--- src/rtl/conv_frame_sequencer.sv ---
// conv_frame_sequencer: frame controller for one 3x3 filter; streams pixels in, flushes line buffers, gates outputs to one frame
module conv_frame_sequencer #(
  parameter int IMAGE_WIDTH    = 640,
  parameter int IMAGE_HEIGHT   = 480,
  parameter int FLUSH_LEN      = 642,
  parameter int TIMEOUT_CYCLES = 4096
) (
  input  logic        clk,
  input  logic        reset,
  input  logic        start,
  output logic        busy,
  output logic        frame_done,
  output logic        timeout_err,
  input  logic [7:0]  s_pixel,
  input  logic        s_valid,
  output logic        s_ready,
  output logic [7:0]  conv_pixel,
  output logic        conv_valid,
  output logic [9:0]  conv_col,
  output logic [9:0]  conv_row,
  input  logic [7:0]  conv_result,
  input  logic        conv_result_valid,
  output logic [7:0]  m_pixel,
  output logic        m_valid,
  output logic        m_last,
  output logic [18:0] out_count
);
  localparam logic [18:0] TOTAL = 19'(IMAGE_WIDTH * IMAGE_HEIGHT);
  localparam int FW = FLUSH_LEN > 0 ? $clog2(FLUSH_LEN + 1) : 1;
  localparam int TW = $clog2(TIMEOUT_CYCLES + 1);
  typedef enum logic [2:0] {IDLE, STREAM, FLUSH, DRAIN, DONE} state_t;
  state_t state, state_nx;
  logic [9:0] col_cnt, row_cnt, col_nx;
  logic [FW-1:0] flush_cnt;
  logic [TW-1:0] to_cnt;
  logic accept, col_end, last_px, flush_end, drain_full, drain_to, fwd;
  assign busy       = state != IDLE;
  assign s_ready    = state == STREAM;
  assign frame_done = state == DONE;
  assign accept     = s_valid && s_ready;
  assign col_end    = col_cnt == 10'(IMAGE_WIDTH - 1);
  assign col_nx     = col_end ? '0 : col_cnt + 10'd1;
  assign last_px    = accept && col_end && row_cnt == 10'(IMAGE_HEIGHT - 1);
  assign flush_end  = flush_cnt == FW'(FLUSH_LEN - 1);
  assign drain_full = out_count == TOTAL;
  assign drain_to   = to_cnt == TW'(TIMEOUT_CYCLES - 1);
  // results are only forwarded while a frame is in flight and the frame is not yet full
  assign fwd = (state == STREAM || state == FLUSH || state == DRAIN) && conv_result_valid && out_count < TOTAL;
  always_ff @(posedge clk or negedge reset)
    if (!reset) state <= IDLE;
    else state <= state_nx;
  always_comb begin
    state_nx = IDLE;
    case (state)
      IDLE:    state_nx = start ? STREAM : IDLE;
      STREAM:  state_nx = last_px ? (FLUSH_LEN == 0 ? DRAIN : FLUSH) : STREAM;
      FLUSH:   state_nx = flush_end ? DRAIN : FLUSH;
      DRAIN:   state_nx = drain_full || drain_to ? DONE : DRAIN;
      default: state_nx = IDLE;
    endcase
  end
  always_ff @(posedge clk or negedge reset) begin
    if (!reset) begin
      col_cnt     <= '0;
      row_cnt     <= '0;
      flush_cnt   <= '0;
      to_cnt      <= '0;
      out_count   <= '0;
      timeout_err <= 1'b0;
      conv_pixel  <= '0;
      conv_valid  <= 1'b0;
      conv_col    <= '0;
      conv_row    <= '0;
      m_pixel     <= '0;
      m_valid     <= 1'b0;
      m_last      <= 1'b0;
    end else begin
      conv_valid <= 1'b0;
      m_valid    <= fwd;
      m_last     <= fwd && out_count == TOTAL - 19'd1;
      if (fwd) begin
        m_pixel   <= conv_result;
        out_count <= out_count + 19'd1;
      end
      if (state == IDLE && start) begin
        col_cnt     <= '0;
        row_cnt     <= '0;
        flush_cnt   <= '0;
        to_cnt      <= '0;
        out_count   <= '0;
        timeout_err <= 1'b0;
      end
      if (accept) begin
        conv_pixel <= s_pixel;
        conv_valid <= 1'b1;
        conv_col   <= col_cnt;
        conv_row   <= row_cnt;
        col_cnt    <= col_nx;
        row_cnt    <= col_end ? row_cnt + 10'd1 : row_cnt;
      end
      // flush pixels sit one row below the image so the filter treats them as padding
      if (state == FLUSH) begin
        conv_pixel <= '0;
        conv_valid <= 1'b1;
        conv_col   <= col_cnt;
        conv_row   <= 10'(IMAGE_HEIGHT);
        col_cnt    <= col_nx;
        flush_cnt  <= flush_cnt + FW'(1);
      end
      if (state == DRAIN) begin
        to_cnt <= to_cnt + TW'(1);
        if (drain_to && !drain_full) timeout_err <= 1'b1;
      end
    end
  end
endmodule

--- config.mk ---
export PLATFORM = sky130hd
export DESIGN_NAME = conv_frame_sequencer
export DESIGN_NICKNAME = d
export VERILOG_FILES = /design/src/rtl/conv_frame_sequencer.sv
export SDC_FILE = /design/constraint.sdc
export NUM_CORES = 1
export LEC_CHECK = 0
export ABC_CLOCK_PERIOD_IN_PS = 3300
export CAP_MARGIN = 20
export CORE_ASPECT_RATIO = 0.6
export CORE_MARGIN = 2
export CORE_UTILIZATION = 25
export DETAILED_ROUTE_END_ITERATION = 12
export SLEW_MARGIN = 20
export SYNTH_ARGS = -nofsm -noshare
export SYNTH_HDL_FRONTEND = slang
export SYNTH_SLANG_ARGS = --single-unit
export TNS_END_PERCENT = 1
--- constraint.sdc ---
create_clock -name clk -period 3.3 [get_ports clk]
set_clock_uncertainty 0.05 [all_clocks]
set_input_delay 0.66 -clock clk [delete_from_list [all_inputs] [get_ports clk]]
set_output_delay 0.66 -clock clk [all_outputs]
set_load 0.05 [all_outputs]
# --- Word level (Yosys, flattened, before mapping) ---
# Cells that the tools add are included.
op_classes:
  addsub: 5
  mul: 0
  n_div: 0
  n_lt_le_gt_ge: 1
  eq_ne: 11
  shifts: 0
  mux: 27
  bitwise: 0
  n_reduce_logical: 21
ops:
  columns: ["operator", "count"]
  rows:
  - ["two-way mux 10 bit", 11]
  - ["equality test 19 bit, second input constant", 2]
  - ["two-way mux 19 bit", 2]
  - ["adder 10 x 1 -> 10 bit, second input constant", 3]
  - ["two-way mux 13 bit", 2]
  - ["equality test 10 bit, second input constant", 2]
  - ["adder 19 x 1 -> 19 bit, second input constant", 1]
  - ["< comparator 19 bit, second input constant", 1]
  - ["two-way mux 8 bit", 2]
  - ["adder 13 x 1 -> 13 bit, second input constant", 1]
  - ["equality test 13 x 12 -> 1 bit, second input constant", 1]
  - ["one-hot mux 3 bit (4 select lines)", 1]
  - ["equality test 10 x 9 -> 1 bit, second input constant", 1]
  - ["nonzero test 2 bit", 5]
  - ["logical AND 1 bit", 8]
  - ["two-way mux 1 bit", 7]
  - ["equality test 3 x 2 -> 1 bit, second input constant", 2]
  - ["nonzero test 3 bit", 2]
  - ["equality test 3 x 1 -> 1 bit, second input constant", 1]
  - ["equality test 3 bit, second input constant", 1]
  - ["zero test 3 bit", 1]
  - ["logical OR 1 bit", 3]
  - ["two-way mux 3 bit", 1]
  - ["two-way mux 2 bit", 1]
  - ["other kinds (3)", 3]
word_totals:
  reg_bits: 105
  latchBits: 0
  mem_bits_rw: 0
  romBits: 0
  inputBits: 21
  out_inout_bits: 62
  mem_count: 0

# --- Depth between registers and ports, before layout ---
depth:
  depth_word: 7
  mapped_depth: 8
  mapped_depth_nobuf: 6

# --- Least setup slack after synthesis ---
# OpenSTA, ideal clock, no wires.
synth_path:
  path_kind: "register to output"
  start: "register state[2]"
  end: "output port s_ready"
  arrival_time_ns: 1.795
  path_slack_ns: 0.795
  stages_incl_launch_ff: 3
  n_path_buf: 1
  cell_sequence: "dfrtp_1 -> clkbuf_1 -> nor3b_1"
synth_between:
  elab_chain_len: 1
synth_lines:
  columns: ["item", "line_no", "source"]
  rows:
  - ["start, declared", "32", "state_t state, state_nx;"]
  - ["start signal, assigned", "51", "else state <= state_nx;"]
  - ["equality test 3 x 1 -> 1 bit", "38", "assign s_ready = state == STREAM;"]
  - ["end, declared", "16", "output logic s_ready,"]
# Every way passes these cells.

# --- Final worst setup path ---
layout_path:
  start: "register state[1]"
  end: "output port frame_done"
layout_between:
  elab_chain_len: 1
layout_lines:
  columns: ["item", "line_no", "source"]
  rows:
  - ["equality test 3 bit", "39", "assign frame_done = state == DONE;"]
  - ["end, declared", "12", "output logic frame_done,"]
# Every way passes these cells.

==> reports/qor.yml <==
sta:
  timing.final.ws_setup_ns: 0.383
  tightest_slew_ns: 0.727
  grt_setup_unrepaired: "no"
  period_share: 0.884
  hold_ws_ns: 0.242
  min_period_ns: 2.92
  slew_headroom: 0.515
  final_max_slew_viol_count: 0
  report.final.hold_viol_count: 0
  max_freq_mhz: 343
  finalSetupViolCount: 0
  finalSetupTns_ns: 0
die:
  fp.dieH_um: 114
  num_rows: 40
  die_area_um2: 21400
  start_util: 0.254
  dieWidth_um: 188
  core-area_um2: 19900
  io_pins: 83
grt:
  grt_pass1_wl_um: 20600
  grt_start_max_net_pins: 67
  grt_pass1_vias: 3789
  grt_overflow_total: 0
  antenna_found_initial: 0
  track_usage: 0.119
route:
  ant_nets: 0
  post_drt_wl_per_cell_um: 14.1
  drc: 0
  firstDrtPassIters: 4
  dr_total_vias: 4073
  drt-vias-per-instance: 4.70
  drt_iter0_markers: 239
  wl_um: 12200
yosys:
  synth.top_cells.by_area: "dfrtp_1 52%, nand2_1 5.8%, o21ai_0 4.8%"
  synth_most_common_cell: "dfrtp_1"
  yosysSeqAreaShare: 0.520
  ys_seq_elements: 105
  synth_cell_types: 50
  yosysWarnings: 0
  syn_inst: 512
  synth_top_area_cell: "dfrtp_1"
  synth_nets: 540
  ys.flop_type: "dfrtp_1"
  avgSynthCellArea_um2: 9.88
  synth_area_um2: 5060
  synth_edf_count: 0
  async_reset_ff_frac: 1.00
  synth_common_cells: "105 x dfrtp_1, 78 x nand2_1, 48 x o21ai_0"
  synth_top_area_frac: 0.520
hold_path:
  hp-class: "in -> async"
cts:
  insertion_delay_ns: 0.35
  clock_path_buffers: 2
  cts.sinks: 105
  cts_resized: 0
  cts_tree: "done"
  cts_setup_buffers: 0
  cts_buffers: 9
  htreeDepth: 3
  cts_hold_buf: 0
  clk_pin_slew_ns: 0.08
  cts-root-buf: "clkbuf_16"
setup_path:
  crit_path_max_incr_delay_ns: 0.81
  ff2ff_setup_slack_ns: 1.03
  cp.required_ns: 2.59
  cp.arrival_ns: 2.21
  worstSetupPathType: "reg -> out"
  rr_worst_depth: 5
  worstPathCellList: "or2_2, nor2_1, clkdlybuf4s50_1"
  r2r-start: "out_count[1]"
  end_kind: "primary output"
  crit_fanout: 11
  worstReg2RegEnd: "out_count[16]"
  cp_slowest_cell: "clkdlybuf4s50_1"
  critPathLaunchType: "register"
power_and_ir_drop:
  comb_power_share: 0.147
  seq_power_share: 0.467
  p_sw_uw: 865
  cell_internal_pwr_uw: 2150
  powerDensity_nw_per_um2: 460
  netSwitchingFraction: 0.287
  power_frac_clock: 0.385
  p_total_uw: 3020
  cellLeakagePower_uw: 0.00263
  vdd_drop_max_v: 0.000238
placement:
  dp_slack_ns: 0.583
  gp_congestion: 0.772
  portBuffers: 82
  placed_cell_area_um2: 6240
  post-dp-hpwl_um: 8420
finish:
  fin_area_um2: 6560
  antenna_cells: 0
  syn2layout_area_growth_pct: 29.7
  nNetsFinal: 616
  fillers: 2047
  layout-drive-gt1-share: 0.0944
run_status:
  outcome: "finished, final reports clean"
flow_run:
  max_cap_violations: 0
==> layout by cell type, fill, tap and decap left out, drive strengths merged, types with 3 or more instances in the layout <==
| cell | instances |
|---|---|
| ha | 7 |
| o211ai | 6 |
| nand2b | 6 |
| a31oi | 4 |
| nor3b | 3 |
| nand4 | 12 |
| a21oi | 24 |
| clkbuf | 9 |
| nor4b | 3 |
| o2bb2ai | 3 |
| and4 | 6 |
| or3 | 8 |
| buf | 10 |
| nor3 | 7 |
| mux2 | 20 |
| and2 | 3 |
| nor4 | 5 |
| clkdlybuf4s50 | 81 |
| nor2 | 20 |
| o31ai | 16 |
| and3 | 11 |
| nand2 | 78 |
| mux2i | 14 |
| dfrtp | 105 |
| nand3 | 22 |
| inv | 15 |
| o21ai | 48 |
| or4 | 16 |
==> power by group through the flow <==
stage	sequential, uW	clock, uW	combinational (uW)
final	1410	1160	445
after global routing	1420	1260	482
after CTS	1410	1210	452
after detailed placement	1430	0	450
after global placement	1430	0	445
after floorplan	1570	0	112
==> how the worst max path moves through the flow <==
stage | startpoint | endpoint | depth (start not counted)
2_1_floorplan | state[2] | s_ready | 2
3_3_place_gp | conv_result_valid | out_count[4] | 6
3_5_place_dp | conv_result_valid | out_count[4] | 6
4_1_cts | state[1] | frame_done | 3
5_1_grt | state[1] | frame_done | 3
6_report | state[1] | frame_done | 3
==> cell type report <==
class	count	area (um^2)	area share
clock inverters	7	93.8	0.0143
repair buffers	91	898	0.137
well taps	273	342	0.0521
flip-flops and latches	105	2630	0.401
multi-input cells	367	2320	0.354
clock buffers	9	225	0.0343
inverters	14	52.6	0.00801
==> per-stage QoR <==
stage,std cells,utilization
floorplan,512,-
global placement,850,0.313
detailed placement,850,0.313
CTS,866,0.329
global route,866,0.329
finish,866,0.329
==> flip-flops by register name (all words and copies together), names as in the netlist <==
name	flops
out_count	19
conv_row	10
m_valid	1
flush_cnt	10
m_pixel	8
row_cnt	10
state	3
col_cnt	10
conv_col	10
timeout_err	1
conv_valid	1
conv_pixel	8
m_last	1
to_cnt	13
==> per-layer routing <==
| metal | vias to the layer above | global-route usage | share of wire |
|---|---|---|---|
| li1 | 2025 | - | - |
| met1 | 1953 | 0.179 | 0.54 |
| met2 | 86 | 0.169 | 0.41 |
| met3 | 9 | 0.0310 | 0.044 |
| met4 | 0 | 0.0304 | 0.0087 |
| met5 | - | 0 | 0 |
==> kinds of logic after synthesis <==
kind of cell               count (synthesis)  synth area share
xor gates and xnor gates                   3           0.00520
buffers and inverters                     40            0.0309
and+or+nand+nor                          210             0.220
AOI/OAI and AO/OA                        113             0.135
muxes                                     34            0.0722
adders and majority gates                  7            0.0173
DFF                                      105             0.520
==> worst max-delay path, delay by kind of cell (launching register included) <==
family / cells / cell delay, ns
flip-flops: 1 / 0.52
buffers and inverters: 1 / 0.81
AND/OR/NAND/NOR: 2 / 0.52
No activity file was read; power rests on OpenSTA's default activity.
